==> src/rtl/biquad_pkg.sv <==
// Shared constants and helpers for the time-shared direct-form-I biquad sequencer.
// FSM encoding, tap order, sign-magnitude sign rule and saturation bounds.
package biquad_pkg;

  localparam logic [1:0] IDLE = 2'd0;
  localparam logic [1:0] MAC  = 2'd1;
  localparam logic [1:0] SAT  = 2'd2;
  localparam logic [1:0] OUT  = 2'd3;

  localparam logic [2:0] TAP_B0 = 3'd0;
  localparam logic [2:0] TAP_B1 = 3'd1;
  localparam logic [2:0] TAP_B2 = 3'd2;
  localparam logic [2:0] TAP_A1 = 3'd3;
  localparam logic [2:0] TAP_A2 = 3'd4;

  // Feedback taps enter the sum negated, so their product sign flips once more.
  function automatic logic sm_neg(input logic coef_sign, input logic sample_sign,
                                  input logic fb_tap);
    return coef_sign ^ sample_sign ^ fb_tap;
  endfunction

  function automatic longint sat_max(input int w);
    return (longint'(1) <<< (w - 1)) - longint'(1);
  endfunction

  function automatic longint sat_min(input int w);
    return -(longint'(1) <<< (w - 1));
  endfunction

endpackage

==> src/rtl/biquad_sat.sv <==
// Output scaling for the biquad accumulator: arithmetic shift by COEFWIDTH-2 and clamp.
// Define BIQUAD_ROUND_EN for round-half-up before the shift; otherwise truncation (floor).
module biquad_sat
  import biquad_pkg::*;
#(
  parameter int DATAWIDTH = 16,
  parameter int COEFWIDTH = 16,
  parameter int ACCWIDTH  = DATAWIDTH + COEFWIDTH + 4
) (
  input  logic signed [ACCWIDTH-1:0]  acc,
  output logic signed [DATAWIDTH-1:0] y
);

  localparam int EW = ACCWIDTH + 1;
  localparam logic signed [EW-1:0] HI = EW'(sat_max(DATAWIDTH));
  localparam logic signed [EW-1:0] LO = EW'(sat_min(DATAWIDTH));
`ifdef BIQUAD_ROUND_EN
  localparam logic signed [EW-1:0] RND = EW'(longint'(1) <<< (COEFWIDTH - 3));
`endif

  // One guard bit keeps the rounding add from wrapping at full-scale accumulators.
  function automatic logic signed [EW-1:0] round_shift(input logic signed [ACCWIDTH-1:0] a);
    logic signed [EW-1:0] t;
    t = {a[ACCWIDTH-1], a};
`ifdef BIQUAD_ROUND_EN
    t = t + RND;
`endif
    return t >>> (COEFWIDTH - 2);
  endfunction

  function automatic logic signed [DATAWIDTH-1:0] sat_clamp(input logic signed [EW-1:0] v);
    if (v > HI)      return HI[DATAWIDTH-1:0];
    else if (v < LO) return LO[DATAWIDTH-1:0];
    else             return v[DATAWIDTH-1:0];
  endfunction

  assign y = sat_clamp(round_shift(acc));

endmodule

==> src/rtl/biquad_mac_sched.sv <==
// Direct-form-I biquad sequencer sharing one external unsigned multiplier over five taps.
// Output rounding is selected by BIQUAD_ROUND_EN inside biquad_sat (truncation by default).
module biquad_mac_sched
  import biquad_pkg::*;
#(
  parameter int DATAWIDTH = 16,
  parameter int COEFWIDTH = 16,
  parameter int ACCWIDTH  = DATAWIDTH + COEFWIDTH + 4
) (
  input  logic                          clk,
  input  logic                          reset,
  input  logic                          clear,
  input  logic                          in_valid,
  output logic                          in_ready,
  input  logic [DATAWIDTH-1:0]          in_data,
  input  logic [COEFWIDTH-1:0]          coef_b0,
  input  logic [COEFWIDTH-1:0]          coef_b1,
  input  logic [COEFWIDTH-1:0]          coef_b2,
  input  logic [COEFWIDTH-1:0]          coef_a1,
  input  logic [COEFWIDTH-1:0]          coef_a2,
  output logic [COEFWIDTH-2:0]          mul_a,
  output logic [DATAWIDTH+2:0]          mul_b,
  input  logic [DATAWIDTH+COEFWIDTH+1:0] mul_r,
  output logic                          out_valid,
  input  logic                          out_ready,
  output logic [DATAWIDTH-1:0]          out_data
);

  localparam int PW = DATAWIDTH + COEFWIDTH + 2;

  logic [1:0]                  state;
  logic [2:0]                  tap;
  logic signed [DATAWIDTH-1:0] x0, x1, x2, y1, y2;
  logic signed [ACCWIDTH-1:0]  acc;
  logic signed [ACCWIDTH-1:0]  prod_ext;
  logic signed [DATAWIDTH-1:0] y_sat;
  logic [COEFWIDTH-1:0]        coef_sel;
  logic signed [DATAWIDTH-1:0] samp_sel;
  logic [DATAWIDTH-1:0]        samp_mag;
  logic                        in_mac;
  logic                        neg;

  always_comb begin
    coef_sel = '0;
    samp_sel = '0;
    case (tap)
      TAP_B0: begin coef_sel = coef_b0; samp_sel = x0; end
      TAP_B1: begin coef_sel = coef_b1; samp_sel = x1; end
      TAP_B2: begin coef_sel = coef_b2; samp_sel = x2; end
      TAP_A1: begin coef_sel = coef_a1; samp_sel = y1; end
      TAP_A2: begin coef_sel = coef_a2; samp_sel = y2; end
      default: ;
    endcase
  end

  // Unsigned magnitude: the most negative sample maps to 2^(DATAWIDTH-1) without overflow.
  assign samp_mag = samp_sel[DATAWIDTH-1] ? DATAWIDTH'(-samp_sel) : DATAWIDTH'(samp_sel);
  assign in_mac   = (state == MAC);
  assign mul_a    = in_mac ? coef_sel[COEFWIDTH-2:0] : '0;
  assign mul_b    = in_mac ? {3'b000, samp_mag} : '0;
  assign neg      = sm_neg(coef_sel[COEFWIDTH-1], samp_sel[DATAWIDTH-1], tap >= TAP_A1);
  assign prod_ext = {{(ACCWIDTH-PW){1'b0}}, mul_r};
  assign in_ready = (state == IDLE) && !clear;

  biquad_sat #(
    .DATAWIDTH(DATAWIDTH),
    .COEFWIDTH(COEFWIDTH),
    .ACCWIDTH (ACCWIDTH)
  ) u_sat (
    .acc(acc),
    .y  (y_sat)
  );

  always_ff @(posedge clk or posedge reset) begin
    if (reset) begin
      state     <= IDLE;
      tap       <= TAP_B0;
      x0        <= '0;
      x1        <= '0;
      x2        <= '0;
      y1        <= '0;
      y2        <= '0;
      acc       <= '0;
      out_valid <= 1'b0;
      out_data  <= '0;
    end else if (clear) begin
      state     <= IDLE;
      tap       <= TAP_B0;
      x1        <= '0;
      x2        <= '0;
      y1        <= '0;
      y2        <= '0;
      acc       <= '0;
      out_valid <= 1'b0;
    end else begin
      case (state)
        IDLE: if (in_valid) begin
          x0    <= in_data;
          acc   <= '0;
          tap   <= TAP_B0;
          state <= MAC;
        end
        MAC: begin
          acc <= neg ? acc - prod_ext : acc + prod_ext;
          if (tap == TAP_A2) state <= SAT;
          else               tap   <= tap + 3'd1;
        end
        SAT: begin
          out_data  <= y_sat;
          out_valid <= 1'b1;
          state     <= OUT;
        end
        OUT: if (out_ready) begin
          // History advances only once the output is consumed; y1 takes the saturated value.
          x2        <= x1;
          x1        <= x0;
          y2        <= y1;
          y1        <= out_data;
          out_valid <= 1'b0;
          state     <= IDLE;
        end
        default: state <= IDLE;
      endcase
    end
  end

endmodule

==> config.mk <==
export PLATFORM = sky130hd
export DESIGN_NAME = biquad_mac_sched
export DESIGN_NICKNAME = d
export VERILOG_FILES = /design/src/rtl/biquad_pkg.sv /design/src/rtl/biquad_sat.sv /design/src/rtl/biquad_mac_sched.sv
export SDC_FILE = /design/constraint.sdc
export NUM_CORES = 1
export LEC_CHECK = 0
export CAP_MARGIN = 20
export CORE_MARGIN = 2
export CORE_UTILIZATION = 48
export CTS_CLUSTER_SIZE = 30
export DETAILED_ROUTE_END_ITERATION = 8
export HOLD_SLACK_MARGIN = 0.05
export PLACE_DENSITY_LB_ADDON = 0.2
export SLEW_MARGIN = 30
export SYNTH_ARGS = -nofsm -noshare
export SYNTH_HDL_FRONTEND = slang
export SYNTH_SLANG_ARGS = --single-unit
==> constraint.sdc <==
create_clock -name clk -period 4.92 [get_ports clk]
set_clock_uncertainty 0.05 [all_clocks]
set_input_delay 0.984 -clock clk [delete_from_list [all_inputs] [get_ports clk]]
set_output_delay 0.984 -clock clk [all_outputs]
set_load 0.02 [all_outputs]
**Word level (Yosys, flattened, before mapping)**

Index checks and enable logic that the tools add are counted.

- Register bits after elaboration: 138
- Input port bits: 135
- Output and inout bits: 52
- Word-level logic and storage cells: 81

- Add/subtract/negate cells: 4
- Magnitude comparators: 3
- Eq/ne operators: 11
- Muxes and demuxes: 35
- Bitwise logic cells: 3
- Reduce and logical (&&, ||, !) cells: 15

Operators with widths:

| operator | count |
|---|---|
| 16-bit 2-to-1 mux | 16 |
| 16-bit case mux with 5 select lines | 2 |
| 36-bit 2-to-1 mux | 3 |
| 36-bit case mux with 2 select lines | 1 |
| 36-bit by 35-bit adder with 36-bit output | 1 |
| 36-bit by 35-bit subtractor with 36-bit output | 1 |
| 22-bit by 16-bit > comparator with 1-bit output (second input constant) | 1 |
| 22-bit by 16-bit less-than comparator with 1-bit output (second input constant) | 1 |
| 16-bit negation | 1 |
| 15-bit 2-to-1 mux | 1 |
| 3-bit 2-to-1 mux | 3 |
| 3-bit != test (second input constant) | 3 |
| 3-bit AND reduction | 3 |
| 2-bit 2-to-1 mux | 4 |
| 2-bit case mux with 4 select lines | 1 |
| 2-bit AND reduction | 4 |
| 3-bit by 2-bit == test with 1-bit output (second input constant) | 2 |
| 3-bit case mux with 2 select lines | 1 |
| 3-bit nonzero test | 2 |
| 2-bit == test (second input constant) | 2 |
| 2-bit nonzero test | 2 |
| 3-bit by 1-bit adder with 3-bit output (second input constant) | 1 |
| 3-bit by 1-bit == test with 1-bit output (second input constant) | 1 |
| 3-bit == test (second input constant) | 1 |
| other kinds (11) | 13 |

**Logic depth before layout (Yosys ltp)**

- Word-level depth: 7
- Gate-level depth with buffers: 23
- Gate-level depth less buffers: 19

**Modules after synthesis**

From an unflattened synthesis, not the netlist that was laid out.

- Cell total of the unflattened synthesis: 1,128
- Area total of the unflattened synthesis: 9,623.0 µm²

Modules (own cells, without submodules):

| module | times used | cells an instance | area an instance (µm²) | seq. area each (µm²) |
|---|---|---|---|---|
| biquad_mac_sched | 1 | 1,085 | 9,237.6 | 3,453.3 |
| biquad_sat | 1 | 43 | 385.4 | 0.0 |

**Worst setup path after synthesis**

OpenSTA, ideal clock, no wires.

- Path type: reg2reg
- Start: register tap[0]
- End: register acc[35]
- Library setup time: 134 ps
- Arrival time: 4,657 ps
- Data required time: 4,736 ps
- Path slack: 80 ps
- Cell stages (with the launch flop): 22
- Buffers on the path: 3
- Clock period less this slack: 4,840 ps
- Path through: dfrtp_1 > inv_1 > ha_1 > buf_2 > and2_1 > buf_2 > a222oi_1 > o21ai_0 > xnor2_2 > clkbuf_1 > o31ai_1 > xor2_1 > ha_1 > o211ai_1 > a21oi_1 > o41a_1 > o21ai_0 > o21ai_1 > a31oi_1 > a2bb2oi_1 > mux2i_1 > o211ai_1

- Cells in the longest elaborated chain, start to end: 7
- Elaborated cells on any way between the ends: 13

Ends and longest elaborated chain:

| element | line | RTL |
|---|---|---|
| start, declared | biquad_mac_sched.sv:32 | `logic [2:0] tap;` |
| start signal, assigned | biquad_mac_sched.sv:106 | `else tap <= tap + 3'd1;` |
| 3-bit == test, or another cell as far along | biquad_mac_sched.sv:46 | `case (tap)` |
| 16-bit case mux with 5 select lines | biquad_mac_sched.sv:46 |  |
| 1-bit XOR | biquad_pkg.sv:19 | `return coef_sign ^ sample_sign ^ fb_tap;` |
| 1-bit XOR (*) | biquad_pkg.sv:19 |  |
| 36-bit 2-to-1 mux (*) | biquad_mac_sched.sv:104 | `acc <= neg ? acc - prod_ext : acc + prod_ext;` |
| 36-bit case mux with 2 select lines (*) | biquad_mac_sched.sv:96 | `case (state)` |
| 36-bit 2-to-1 mux (*) | biquad_mac_sched.sv:86 | `end else if (clear) begin` |
| end signal, assigned | biquad_mac_sched.sv:104 |  |
| end, declared | biquad_mac_sched.sv:34 | `logic signed [ACCWIDTH-1:0] acc;` |

Every way passes the cells marked *; elsewhere a longest branch is shown, timed or not.
A chain may end at the register's enable or synchronous reset.

**Final worst setup path**

- Start: register tap[0]
- End: output mul_b[11]

- Cells in the longest elaborated chain, start to end: 5
- Elaborated cells on any way between the ends: 9

Ends and longest elaborated chain:

| element | line | RTL |
|---|---|---|
| 3-bit == test, or another cell as far along | biquad_mac_sched.sv:46 |  |
| 16-bit case mux with 5 select lines (*) | biquad_mac_sched.sv:46 |  |
| 16-bit negation | biquad_mac_sched.sv:57 | `assign samp_mag = samp_sel[DATAWIDTH-1] ? DATAWIDTH'(-samp_sel) : DATAWIDTH'(samp_sel);` |
| 16-bit 2-to-1 mux (*) | biquad_mac_sched.sv:57 |  |
| 16-bit 2-to-1 mux (*) | biquad_mac_sched.sv:60 | `assign mul_b = in_mac ? {3'b000, samp_mag} : '0;` |
| end, declared | biquad_mac_sched.sv:22 | `output logic [DATAWIDTH+2:0] mul_b,` |

Marked as above.

==> summary.txt <==
Synthesis
  – Avg Synthesized Cell Area: 8.37 sq um
  – EDFF count, synth: 0
  – Post-Syn Instances: 1127
  – Most used DFF post-synth: dfrtp_1
  – Sequential area share after synthesis: 36.6%
  – Async S/R FF share, synth: 100%
  – YS warnings: 0
  – Cell Area, Synth: 9430 sq um
  – Distinct cells, synth: 73
  – Flop and latch count out of synthesis: 138

Cells and area
  – Finished Layout Cells: 1671
  – Layout area overhead: 38.4%
  – Multi-input combinational cell area: 5720 sq um
  – Layout cells sized above 1: 16.3%
  – Commonest cells after routing, fill and taps aside: nand2_1 (236), clkdlybuf4s50_1 (167), dfrtp_1 (137)
  – Commonest non-fill, non-tap cell in the layout: nand2_1
  – Total Nets Final: 1575
  – Fillcell total: 1658
  – N_diodes: 0
  – Reg area: 3450 sq um
  – Design Area, Final: 13100 sq um
  – Util after Layout: 67.3%

Placed design
  – Port bufs: 183
  – Placed cell count: 1637
  – GPL Wtd Cong: 0.906
  – Pre-CTS setup slack: -0.327 ns
  – Post-DP HPWL: 21.7 mm
  – Post-DP Area: 12300 sq um

STA
  – Tcrit/Tclk final: 95.4%
  – Worst setup margin: 0.229 ns
  – Minimum clock period: 4.69 ns
  – Setup violations, final: 0
  – Worst-margin pin slew: 0.912 ns
  – FMAX: 213 MHz
  – Final Hold Viols: 0
  – Final Max Slew Viols: 0
  – Slew HR: 39.2%
  – Fin Hold WS: 0.446 ns

Hold path
  – WHS Path Cells: 2
  – WHS Endpoint: acc[12]$_DFFE_PP0P_
  – Worst min-delay path class: reg -> reg
  – Hold path start: acc[12]$_DFFE_PP0P_

Clocking
  – Clk_lat worst skew: 0.43 ns
  – H-tree levels: 4
  – CTS tree: yes
  – Root buffer cell: clkbuf_16
  – TritonCTS Buffers: 17
  – Clock transition at path regs: 0.06 ns
  – Hold-fix buffers at CTS: 0
  – Clock Path Buffers: 2
  – Clock sink total: 138

Critical path
  – Flop2flop setup slack: 0.31 ns
  – Crit path DAT: 3.66 ns
  – Setup crit end kind: output port
  – Crit Path Max Fanout: 9
  – Critical path's largest stage delay: 0.45 ns
  – R2R depth: 20
  – Worst endpoint required time: 3.89 ns
  – Worst Setup SP: tap[0]$_DFFE_PP0P_
  – Worst r2r src: tap[0]$_DFFE_PP0P_
  – R2R Path End: acc[29]$_DFFE_PP0P_
  – CP max stage cell: dfrtp_2
  – CP startpoint kind: flip-flop
  – Worst-path cell chain: ha_1 > ha_2 > buf_4 > a32oi_1 > o211ai_1 > nor3_2 > nand3_1 > or2_1 > or2_4 > o31ai_4 > xnor2_1 > and2_1 > clkdlybuf4s15_1
  – Crit Path Class: reg -> out

Outcome
  – Status: completed

Die
  – Core Rows: 51
  – Die Wd: 144 microns
  – Starting density of the core: 48.6%
  – I/O pin count: 187
  – Core ar.: 19400 sq um
  – Die Y: 144 microns
  – Die area: 20800 sq um

Drt
  – 1st-iter DRT viols: 814
  – Vias/cell: 5.66
  – Drt pass-1 iters: 6
  – Remaining antenna violation count: 0
  – WL per Instance: 17.3 microns
  – Via Count: 9463
  – DRC Markers: 0
  – Routed WL: 28.9 mm

Global routing
  – Grt ovf: 0
  – Global-route wire length before repair: 45.1 mm
  – Largest net degree at the start of global routing: 73
  – GRT Total Usage: 27.7%
  – Antenna violations before repair: 0
  – Vias in the first global route: 9151

Power and ir drop
  – Pwr/cell area: 633 nW/um^2
  – Max VDD drop: 389 uV
  – Static Leak: 5.72 nW

Job
  – Max-cap violations: 0
[final cells by class]
class / instances / share of cell area, %
sequential: 138 / 26.5
tap: 265 / 2.54
clock inverter: 13 / 1.02
clock buffer: 19 / 3.39
inverter: 18 / 0.575
timing repair buffer: 317 / 22.1
multi-input combinational: 901 / 43.9
[worst max path at each step]
stage / slack, ns / cells after the start / endpoint
final: 0.23 / 13 / mul_b[11]
after global routing: -0.02 / 19 / acc[34]$_DFFE_PP0P_
after CTS: 0.03 / 12 / mul_b[9]
after detailed placement: -0.33 / 15 / acc[35]$_DFFE_PP0P_
after global placement: -0.26 / 15 / acc[35]$_DFFE_PP0P_
after floorplan: 0.08 / 21 / acc[35]$_DFFE_PP0P_
[per-layer routing]
layer  track usage [%]  part of all wire [%]
met5                 0                     0
met4              10.2                   2.5
met3              5.10                   7.2
met2              50.5                    50
met1              32.4                    40
[power by group]
group,switching (W),total (W),internal [W]
registers,0.000218,0.00158,0.00136
clock network,0.000525,0.00125,0.000720
logic,0.00281,0.00544,0.00263
[cells by family (layout without fill, tap and decap cells)]
| logic type | count (synthesis) | count (layout) | share of synthesized area, % |
|---|---|---|---|
| mux | 25 | 25 | 2.92 |
| compound gates | 356 | 356 | 24.2 |
| simple gates | 399 | 399 | 19.3 |
| flops | 138 | 138 | 36.6 |
| other cells | 1 | 3 | 0.0398 |
| xor+xnor | 71 | 71 | 6.67 |
| buf+inv | 90 | 367 | 3.94 |
| fa+ha+maj | 47 | 47 | 6.32 |
[sequential cells by signal (all words and copies together), names as in the netlist]
register and cells:
state 2, x2 16, y2 16, tap 3, out_data 16, x0 16
y1 16, x1 16, out_valid 1, acc 36
[cells in the mapped netlist (5+ instances only)]
master	count	area [sq um]
ha_1	46	576
and3_1	6	37.5
o21ai_1	5	25.0
nor2b_1	12	75.1
xnor2_1	23	201
a22oi_1	39	293
o211ai_1	7	52.6
mux2_2	20	225
o21ai_0	88	440
nand2_1	237	890
mux2i_1	5	50.1
xor2_1	47	412
and2_1	11	68.8
or4_1	6	45.0
nand3b_1	6	45.0
nor3_1	10	50.1
clkbuf_1	54	203
nand2b_1	8	50.1
a222oi_1	13	130
nor2_1	54	203
o31ai_1	9	67.6
a22o_1	10	87.6
a21o_1	12	90.1
o41ai_1	5	43.8
o21a_1	8	60.1
nand3_1	15	75.1
dfrtp_1	138	3450
inv_1	17	63.8
a31oi_1	17	106
a21oi_1	105	526
or3_1	11	68.8
buf_2	10	50.1
[through the flow]
step | TNS [ns] | power, W
6_report | 0 | 0.00827
5_1_grt | -0.0245 | 0.00890
4_1_cts | 0 | 0.00819
3_5_place_dp | -2.95 | 0.00691
3_3_place_gp | -2.10 | 0.00681
2_1_floorplan | 0 | 0.00482
[critical path, delay by kind of cell, from the launching register on]
kind / cells / cell delay (ns)
AO/OA/AOI/OAI: 3 / 0.60
XOR/XNOR: 1 / 0.13
adder cells (fa/ha/maj): 2 / 0.45
buffers and inverters: 2 / 0.50
flip-flops: 1 / 0.45
AND/OR/NAND/NOR: 5 / 1.11
[repair_timing]
action,in CTS,in global routing
gates resized for setup,7,42
endpoints found under the setup margin,5,22
hold endpoints to repair,0,0
setup buffers,0,2
pin swaps,0,15
(Power assumes the default switching activity.)
